===== src/rtl/mem_access_stage_pkg.sv =====
// Shared encodings for the memory-access stage: access sizes, FSM states and
// the "no writeback" destination select.
package mem_access_stage_pkg;

    typedef enum logic [1:0] {
        SZ_BYTE = 2'b00,
        SZ_HALF = 2'b01,
        SZ_WORD = 2'b10,
        SZ_ILL  = 2'b11
    } sizeE;

    typedef enum logic {
        ST_IDLE = 1'b0,
        ST_REQ  = 1'b1
    } stateE;

    localparam logic [31:0] DSEL_NONE = 32'h0000_0001;

    // Memory op captured from EX_MEM when the request is issued.
    typedef struct packed {
        logic [31:0] addr;
        logic [31:0] wdata;
        logic [31:0] dsel;
        sizeE        size;
        logic        load;
        logic        store;
        logic        uns;
    } memOpT;

    function automatic logic isAligned(input sizeE size, input logic [1:0] lane);
        case (size)
            SZ_BYTE: isAligned = 1'b1;
            SZ_HALF: isAligned = ~lane[0];
            SZ_WORD: isAligned = (lane == 2'b00);
            default: isAligned = 1'b0;
        endcase
    endfunction

endpackage


===== src/rtl/mem_access_stage_if.sv =====
// Data-memory request/acknowledge bus between the memory-access stage and
// the data memory.
interface mem_access_stage_if;
    logic        mem_req;
    logic        mem_we;
    logic [31:0] mem_addr;
    logic [3:0]  mem_be;
    logic [31:0] mem_wdata;
    logic [31:0] mem_rdata;
    logic        mem_ack;

    modport master (
        output mem_req,
        output mem_we,
        output mem_addr,
        output mem_be,
        output mem_wdata,
        input  mem_rdata,
        input  mem_ack
    );

    modport slave (
        input  mem_req,
        input  mem_we,
        input  mem_addr,
        input  mem_be,
        input  mem_wdata,
        output mem_rdata,
        output mem_ack
    );
endinterface


===== src/rtl/mem_access_stage_lane_fmt.sv =====
// Little-endian lane formatting: store data replication with byte enables,
// and load lane selection with sign/zero extension.
module mem_lane_fmt
    import mem_access_stage_pkg::*;
(
    input  sizeE        stSize,
    input  logic [1:0]  stLane,
    input  logic [31:0] stData,
    output logic [3:0]  stBe,
    output logic [31:0] stWord,
    input  sizeE        ldSize,
    input  logic [1:0]  ldLane,
    input  logic        ldUnsigned,
    input  logic [31:0] ldWord,
    output logic [31:0] ldData
);

    logic [7:0]  ldByte;
    logic [15:0] ldHalf;

    always_comb begin
        stBe   = 4'b1111;
        stWord = stData;
        case (stSize)
            SZ_BYTE: begin
                stBe   = 4'b0001 << stLane;
                stWord = {4{stData[7:0]}};
            end
            SZ_HALF: begin
                stBe   = 4'b0011 << stLane;
                stWord = {2{stData[15:0]}};
            end
            default: ;
        endcase
    end

    always_comb begin
        case (ldLane)
            2'd0:    ldByte = ldWord[7:0];
            2'd1:    ldByte = ldWord[15:8];
            2'd2:    ldByte = ldWord[23:16];
            default: ldByte = ldWord[31:24];
        endcase
        ldHalf = ldLane[1] ? ldWord[31:16] : ldWord[15:0];
    end

    always_comb begin
        ldData = ldWord;
        case (ldSize)
            SZ_BYTE: ldData = {{24{ldByte[7] & ~ldUnsigned}}, ldByte};
            SZ_HALF: ldData = {{16{ldHalf[15] & ~ldUnsigned}}, ldHalf};
            default: ;
        endcase
    end

endmodule


===== src/rtl/mem_access_stage.sv =====
// Memory-access stage between EX_MEM and MEM_WB: runs the data-memory
// handshake, stalls upstream while an access is outstanding, flags errors.
module mem_access_stage
    import mem_access_stage_pkg::*;
#(
    parameter int TIMEOUT = 16,
    parameter int CNT_W   = 5
) (
    input  logic                clk,
    input  logic                reset,
    input  logic                ex_valid,
    input  logic                ex_load,
    input  logic                ex_store,
    input  logic [1:0]          ex_size,
    input  logic                ex_unsigned,
    input  logic [31:0]         ex_addr,
    input  logic [31:0]         ex_wdata,
    input  logic [31:0]         ex_dsel,
    mem_access_stage_if.master  bus,
    output logic [31:0]         dbus_out,
    output logic [31:0]         databus_out,
    output logic [31:0]         dsel_out,
    output logic                load_out,
    output logic                store_out,
    output logic                stall,
    output logic                misalign_err,
    output logic                bus_err
);

    stateE             stateQ, stateD;
    logic [CNT_W-1:0]  cntQ, cntD;
    memOpT             opQ;
    logic [31:0]       memAddrQ, memWdataQ;
    logic [3:0]        memBeQ;

    sizeE              exSize;
    logic              exMem, exAligned, tcHit, accept;
    logic [3:0]        fmtBe;
    logic [31:0]       fmtWdata, fmtLoad;

    logic [31:0]       dbusD, databusD, dselD;
    logic              loadD, storeD, misD, busErrD;

    assign exSize    = sizeE'(ex_size);
    assign exMem     = ex_valid && (ex_load || ex_store);
    assign exAligned = isAligned(exSize, ex_addr[1:0]);
    assign tcHit     = (cntQ == CNT_W'(TIMEOUT - 1));

    mem_lane_fmt uFmt (
        .stSize     (exSize),
        .stLane     (ex_addr[1:0]),
        .stData     (ex_wdata),
        .stBe       (fmtBe),
        .stWord     (fmtWdata),
        .ldSize     (opQ.size),
        .ldLane     (opQ.addr[1:0]),
        .ldUnsigned (opQ.uns),
        .ldWord     (bus.mem_rdata),
        .ldData     (fmtLoad)
    );

    // Request, write strobe and bus fields all follow the state register.
    assign bus.mem_req   = (stateQ == ST_REQ);
    assign bus.mem_we    = (stateQ == ST_REQ) && opQ.store;
    assign bus.mem_addr  = memAddrQ;
    assign bus.mem_be    = memBeQ;
    assign bus.mem_wdata = memWdataQ;

    always_comb begin
        stateD   = stateQ;
        cntD     = cntQ;
        accept   = 1'b0;
        stall    = 1'b0;
        dbusD    = ex_addr;
        databusD = ex_wdata;
        dselD    = DSEL_NONE;
        loadD    = 1'b0;
        storeD   = 1'b0;
        misD     = 1'b0;
        busErrD  = 1'b0;
        case (stateQ)
            ST_IDLE: begin
                if (ex_valid && !(ex_load || ex_store)) begin
                    dselD = ex_dsel;
                end else if (exMem) begin
                    if (exAligned) begin
                        stall  = 1'b1;
                        accept = 1'b1;
                        cntD   = '0;
                        stateD = ST_REQ;
                    end else begin
                        misD = 1'b1;
                    end
                end
            end
            ST_REQ: begin
                dbusD    = opQ.addr;
                databusD = opQ.wdata;
                // An ack in the terminal-count cycle still completes the access.
                if (bus.mem_ack) begin
                    stateD   = ST_IDLE;
                    databusD = opQ.load ? fmtLoad : opQ.wdata;
                    dselD    = opQ.dsel;
                    loadD    = opQ.load;
                    storeD   = opQ.store;
                end else if (tcHit) begin
                    stateD  = ST_IDLE;
                    busErrD = 1'b1;
                end else begin
                    stall = 1'b1;
                    cntD  = cntQ + CNT_W'(1);
                end
            end
            default: stateD = ST_IDLE;
        endcase
    end

    always_ff @(posedge clk) begin
        if (reset) begin
            stateQ       <= ST_IDLE;
            cntQ         <= '0;
            opQ          <= '0;
            memAddrQ     <= '0;
            memBeQ       <= '0;
            memWdataQ    <= '0;
            dbus_out     <= '0;
            databus_out  <= '0;
            dsel_out     <= DSEL_NONE;
            load_out     <= 1'b0;
            store_out    <= 1'b0;
            misalign_err <= 1'b0;
            bus_err      <= 1'b0;
        end else begin
            stateQ       <= stateD;
            cntQ         <= cntD;
            dbus_out     <= dbusD;
            databus_out  <= databusD;
            dsel_out     <= dselD;
            load_out     <= loadD;
            store_out    <= storeD;
            misalign_err <= misD;
            bus_err      <= busErrD;
            if (accept) begin
                opQ.addr  <= ex_addr;
                opQ.wdata <= ex_wdata;
                opQ.dsel  <= ex_dsel;
                opQ.size  <= exSize;
                opQ.load  <= ex_load;
                opQ.store <= ex_store && !ex_load;
                opQ.uns   <= ex_unsigned;
                memAddrQ  <= {ex_addr[31:2], 2'b00};
                memBeQ    <= fmtBe;
                memWdataQ <= fmtWdata;
            end
        end
    end

endmodule


===== src/flat_wrapper.sv =====
// flat-port wrapper written by rule: the top's interface ports become plain ports
module mem_access_stage_flat import mem_access_stage_pkg::*;
#(
    parameter int TIMEOUT = 16,
    parameter int CNT_W   = 5
)
  (clk, reset, ex_valid, ex_load, ex_store, ex_size, ex_unsigned, ex_addr, ex_wdata, ex_dsel, dbus_out, databus_out, dsel_out, load_out, store_out, stall, misalign_err, bus_err, bus_mem_req, bus_mem_we, bus_mem_addr, bus_mem_be, bus_mem_wdata, bus_mem_rdata, bus_mem_ack);
  mem_access_stage_if bus_i ();
  input  logic clk;
  input  logic reset;
  input  logic ex_valid;
  input  logic ex_load;
  input  logic ex_store;
  input  logic [1:0] ex_size;
  input  logic ex_unsigned;
  input  logic [31:0] ex_addr;
  input  logic [31:0] ex_wdata;
  input  logic [31:0] ex_dsel;
  output logic [31:0] dbus_out;
  output logic [31:0] databus_out;
  output logic [31:0] dsel_out;
  output logic load_out;
  output logic store_out;
  output logic stall;
  output logic misalign_err;
  output logic bus_err;
  output wire logic [$bits(bus_i.mem_req)-1:0] bus_mem_req;
  output wire logic [$bits(bus_i.mem_we)-1:0] bus_mem_we;
  output wire logic [$bits(bus_i.mem_addr)-1:0] bus_mem_addr;
  output wire logic [$bits(bus_i.mem_be)-1:0] bus_mem_be;
  output wire logic [$bits(bus_i.mem_wdata)-1:0] bus_mem_wdata;
  input wire logic [$bits(bus_i.mem_rdata)-1:0] bus_mem_rdata;
  input wire logic [$bits(bus_i.mem_ack)-1:0] bus_mem_ack;
  assign bus_mem_req = bus_i.mem_req;
  assign bus_mem_we = bus_i.mem_we;
  assign bus_mem_addr = bus_i.mem_addr;
  assign bus_mem_be = bus_i.mem_be;
  assign bus_mem_wdata = bus_i.mem_wdata;
  assign bus_i.mem_rdata = bus_mem_rdata;
  assign bus_i.mem_ack = bus_mem_ack;
  mem_access_stage #(.TIMEOUT(TIMEOUT), .CNT_W(CNT_W)) u_core (.clk(clk), .reset(reset), .ex_valid(ex_valid), .ex_load(ex_load), .ex_store(ex_store), .ex_size(ex_size), .ex_unsigned(ex_unsigned), .ex_addr(ex_addr), .ex_wdata(ex_wdata), .ex_dsel(ex_dsel), .bus(bus_i), .dbus_out(dbus_out), .databus_out(databus_out), .dsel_out(dsel_out), .load_out(load_out), .store_out(store_out), .stall(stall), .misalign_err(misalign_err), .bus_err(bus_err));
endmodule

===== config.mk =====
export PLATFORM = sky130hd
export DESIGN_NAME = mem_access_stage_flat
export DESIGN_NICKNAME = d
export VERILOG_FILES = /design/src/rtl/mem_access_stage_pkg.sv /design/src/rtl/mem_access_stage_if.sv /design/src/rtl/mem_access_stage_lane_fmt.sv /design/src/rtl/mem_access_stage.sv /design/src/flat_wrapper.sv
export SDC_FILE = /design/constraint.sdc
export NUM_CORES = 1
export LEC_CHECK = 0
export ABC_AREA = 1
export BUFFER_PORTS_ARGS = -buffer_cell sky130_fd_sc_hd__buf_4
export CORE_MARGIN = 8
export CORE_UTILIZATION = 40
export CTS_BUF_LIST = sky130_fd_sc_hd__clkbuf_8
export DETAILED_ROUTE_END_ITERATION = 10
export PLACE_DENSITY = 0.63
export RECOVER_POWER = 100
export SKIP_CTS_REPAIR_TIMING = 1
export SYNTH_ARGS = -nofsm -noshare
export SYNTH_HDL_FRONTEND = slang
export SYNTH_HIERARCHICAL = 1
export SYNTH_SLANG_ARGS = --single-unit

===== constraint.sdc =====
create_clock -name clk -period 3.8 [get_ports clk]
set_input_delay 0.19 -clock clk [delete_from_list [all_inputs] [get_ports clk]]
set_output_delay 0.19 -clock clk [all_outputs]
set_load 0.005 [all_outputs]

After elaboration in Yosys (flattened, before gate mapping)
Index checks and enable logic that the tools add are counted.

word-level totals
  flip-flop bits (word level) = 273
  bits of input ports = 137
  output and inout bits = 171
  logic and storage cells = 83

cells by class
  add/subtract/negate cells = 1
  eq/ne operators = 11
  shift-type cells = 2
  mux-type cells = 28
  bitwise gates (word level) = 7
  reductions and logical operators = 15

operators by type and width
  operator             count
  $mux 32              6
  $pmux 32 s2          3
  $mux 5               5
  $pmux 8 s3           1
  $mux 16              1
  $pmux 5 s2           1
  $logic_not 2->1      4
  $mux 1               8
  $pmux 4 s2           1
  $eq 2x1->1 const B   3
  $ne 2x2->1 const B   3
  $reduce_or 3->1      2
  $add 5x1->5 const B  1
  $eq 5x4->1 const B   1
  $not 1->1            5
  $reduce_and 5->1     1
  $eq 2x2->1 const B   2
  $logic_and 1x1->1    4
  $ne 2x1->1 const B   2
  $reduce_or 4->1      1
  $shl 1x2->4 const A  1
  $shl 2x2->4 const A  1
  $pmux 1 s3           1
  $and 1x1->1          2
  other kinds (3)      4

Longest topological paths before layout
  word-level depth = 7
  gate-level depth with buffers = 11

Cells and area by module
The synthesis kept the hierarchy.

by module, submodules not included
  module            instances  cells each  area an instance (um^2)  seq. area each (um^2)
  mem_access_stage  1          1,131       9,172.5                  4,864.7
  mem_lane_fmt      1          244         1,291.2                  0.0

Worst setup path after synthesis
OpenSTA, ideal clock, no wires.

  kind = reg-to-reg
  start = register u_core.cntQ[0]
  end = register u_core.cntQ[4]
  data arrival time = 1,454 ps
  required time = 3,730 ps
  path slack = 2,275 ps
  stages on the path, launching flop included = 9
  period minus slack after synthesis = 1,525 ps
  cell sequence = dfxtp_1 > ha_1 > nand2_1 > nor2_1 > ha_1 > inv_1 > nand3_1 > or2_2 > a21oi_1

RTL lines
  what                               RTL line                 text
  start: declaration                 mem_access_stage.sv:31   logic [CNT_W-1:0] cntQ, cntD;
  start signal: assignment           mem_access_stage.sv:135  cntQ <= cntD;
  $eq 5x4->1                         mem_access_stage.sv:47   assign tcHit = (cntQ == CNT_W'(TIMEOUT - 1));
  net u_core.tcHit                   mem_access_stage.sv:37   logic exMem, exAligned, tcHit, accept;
  $ne 2x2->1 (no source line)        n/a
  $reduce_and 5->1 (no source line)  n/a

The timed path passes the listed nets, and every way through them passes these cells. The select of a mux whose other input is x is not followed.
A chain may end at the register's enable or synchronous reset.

Final worst setup path
  start = register u_core.stateQ, in the netlist u_core/bus.mem_req
  end = output port stall

on the way
  cells in the longest elaborated chain, start to end = 2

ends and longest elaborated chain
  what                        RTL line                 text
  start: declaration          mem_access_stage.sv:30   stateE stateQ, stateD;
  start signal: assignment    mem_access_stage.sv:134  stateQ <= stateD;
  $not 1->1 (no source line)  n/a
  $pmux 1 s2 *                mem_access_stage.sv:81   case (stateQ)
  end: declaration            flat_wrapper.sv:24       output logic stall;

Every way passes the cells marked *; elsewhere a longest branch is shown, timed or not.

==> metrics.md <==
| Metric | Value |
|---|---|
| Status | `finished, violations left` |
| Violated checks | `max-capacitance violations, max-slew violations` |
| Slew @ Worst Pin | `between 1.5 and 2 ns` |
| NumNets Final | `roughly 1800` |
| Die Area | `around 32000 sq um` |
| Tmin final | `3.31 ns` |
| Commonest non-fill, non-tap cells in the layout | `306 x nand2_1, 243 x dfxtp_1, 183 x nand3_1, 142 x buf_4, 118 x a21oi_1` |
| Vias | `between 10000 and 15000` |
| # H-tree levels | `2` |
| Ports | `308` |
| Max_slew headroom | `-0.0854` |
| Diode count | `0` |
| Share of the synthesized area in the top cell type | `0.465` |
| Wire per inst | `17.9 um` |
| RePlAce Congestion | `approximately 0.86` |
| Fmax | `roughly 300 MHz` |
| Port Buffers | `around 310` |
| Detailed Route Iter0 Violations | `931` |
| RSZ-0062 raised after global routing | `false` |
| Max-cap viol count | `3` |
| Final Cycle Share | `0.872` |
| Most common library cell in the layout ignoring fill and taps | `nand2_1` |
| Syn avg cell area | `around 7.6 sq um` |
| Sink Count | `roughly 240` |
| TritonCTS clock tree | `done` |
| Synth top area cells | `dfxtp_1 46%, nand2_1 11%, nand3_1 8.8%, a21oi_1 5.6%, inv_1 3.5%` |
| First-pass iteration count of the detailed router | `5` |
| Setup crit end kind | `output port` |
| Crit start category | `flip-flop` |
| Seq/Total Area, Yosys | `0.465` |
| Layout cells sized above 1 | `0.209` |
| Clk Latency, worst-skew pair | `0.54 ns` |
| First-pass GRT wire length | `around 54 mm` |
| Yosys cell types | `35` |
| CTS root buf | `clkbuf_8` |
| GRT Residual Overflow | `0` |
| Vias in the first global route | `about 10000` |
| Design area | `around 14000 sq um` |
| Setup TNS | `0 ns` |
| Netlist Area Pre-Place | `around 10000 sq um` |
| Antenna violations before repair | `0` |
| Leak Pwr | `about 6 nW` |
| Final setup violation count | `0` |
| Post-synthesis register bit count | `around 240` |
| Die W | `roughly 180 um` |
| Yosys warning count | `6` |
| # fillers | `about 2600` |
| Die Height | `between 150 and 200 um` |
| GRT Total Usage | `0.213` |
| Worst-path clk slew | `0.06 ns` |
| Final Hold Fails | `0` |
| Required @ worst endpoint | `between 3 and 4 ns` |
| Pwr dens | `about 440 nW/um^2` |
| Largest net degree at the start of global routing | `~100` |
| Initial Util | `0.404` |
| Pins over their slew limit | `roughly 160` |
| Max VDD drop | `approximately 0.00023 V` |
| CTS Buf Count | `42` |
| Dpl hpwl | `about 24 mm` |
| Via-per-instance ratio | `5.12` |
| CTS Buffer Depth | `3` |
| Kind of critical path | `flip-flop to output port` |
| Clock Skew | `approximately 0.019 ns` |
| WL final | `~37 mm` |
| Cells after Synth | `1375` |
| Core Region | `25900 sq um` |
| Row count | `a little under 60` |
| Cell type with the largest total area after synthesis | `dfxtp_1` |
| Drt drc | `0` |
| Layout area overhead | `34.2%` |
| Worst min-delay path category | `input port to flip-flop` |
| CP arrival | `~3.1 ns` |
| Cell Area, Placed | `between 10000 and 15000 sq um` |
| Antenna Nets Post-Route | `0` |
| Total power | `about 6 mW` |
| CP Max Fanout | `96` |
[report_power, final]
part	switching (mW)	total [mW]	leakage, nW	internal (mW)
sequential	0.0692	2.77	1.99	2.70
clock	1.06	2.41	0.500	1.35
combinational	0.529	0.934	3.65	0.405
total	1.66	6.11	6.14	4.46
[through the flow]
step | instances | setup WS, ns | hold WS [ns] | util
after floorplan | 1376 | 2.28 | 0.342 | -
after global placement | 1880 | 1.07 | 0.435 | 0.480
after detailed placement | 1880 | 1.04 | 0.440 | 0.480
after CTS | 1954 | 0.441 | -0.130 | 0.513
after global routing | 2052 | 0.169 | 0.000364 | 0.542
final | 2052 | 0.485 | 0.00375 | 0.542
[layout make-up]
class	count	area, sq um	area share
Clock buffer	51	702	0.0500
Clock inverter	23	156	0.0111
Inverter	102	390	0.0278
Multi-Input combinational cell	883	4360	0.311
Sequential cell	243	4860	0.346
Tap cell	335	419	0.0298
Timing Repair Buffer	415	3150	0.224
[cell usage after synthesis (all sizes together)]
cell / instances
clkinv: 1
nand4: 2
nor3: 1
ha: 2
buf: 91
nand3: 205
nand2: 312
o21a: 1
nor2: 79
or2: 1
nor4: 2
nor3b: 1
a22oi: 31
dfxtp: 243
a21oi: 118
clkbuf: 57
o211ai: 48
inv: 101
conb: 1
o21ai: 46
nand3b: 1
o22ai: 31
[per-layer routing]
metal  share of wire  vias up  track usage
met5               0        -            0
met3           0.081       66       0.0551
met1            0.42     4848        0.273
met4           0.030        0       0.0785
met2            0.47      444        0.340
li1                -     5152            -
[critical path, stage by stage (launching register included)]
cell,delay [ns]
dfxtp_1,0.37
inv_4,0.16
nand2_2,0.12
nor2_1,0.07
nand2_4,0.44
buf_4,0.91
nand2_1,0.26
clkbuf_1,0.20
[final timing paths]
| kind | from | to | slack (ns) | depth (start not counted) |
|---|---|---|---|---|
| worst max-delay path | u_core/bus.mem_req | stall | 0.49 | 7 |
| worst max register to register | u_core/bus.mem_req | u_core/opQ[2] | 0.60 | 8 |
| worst min register to register | u_core/opQ[60] | u_core/opQ[60] | 0.46 | 2 |
| worst min-delay path | ex_size[0] | u_core/opQ[3] | 0.004 | 3 |
[registers in the layout (all words and copies together), names as in the netlist]
register,count
u_core/store_out,1
u_core/bus.mem_be,4
u_core/bus.mem_req,1
u_core/load_out,1
u_core/dbus_out,32
u_core/databus_out,32
u_core/opQ,101
u_core/bus.mem_wdata,32
u_core/cntQ,5
u_core/misalign_err,1
u_core/dsel_out,32
u_core/bus_err,1
[kinds of logic (layout without fill, tap and decap cells)]
kind of cell | after synthesis | count (layout) | synth area share
and+or+nand+nor | 604 | 604 | 0.259
DFF | 243 | 243 | 0.465
adders and majority gates | 2 | 2 | 0.00239
AOI/OAI and AO/OA | 275 | 275 | 0.155
buffers and inverters | 250 | 591 | 0.119
other | 1 | 2 | 0.000358
Note: power is estimated with default switching activity, not from simulation.
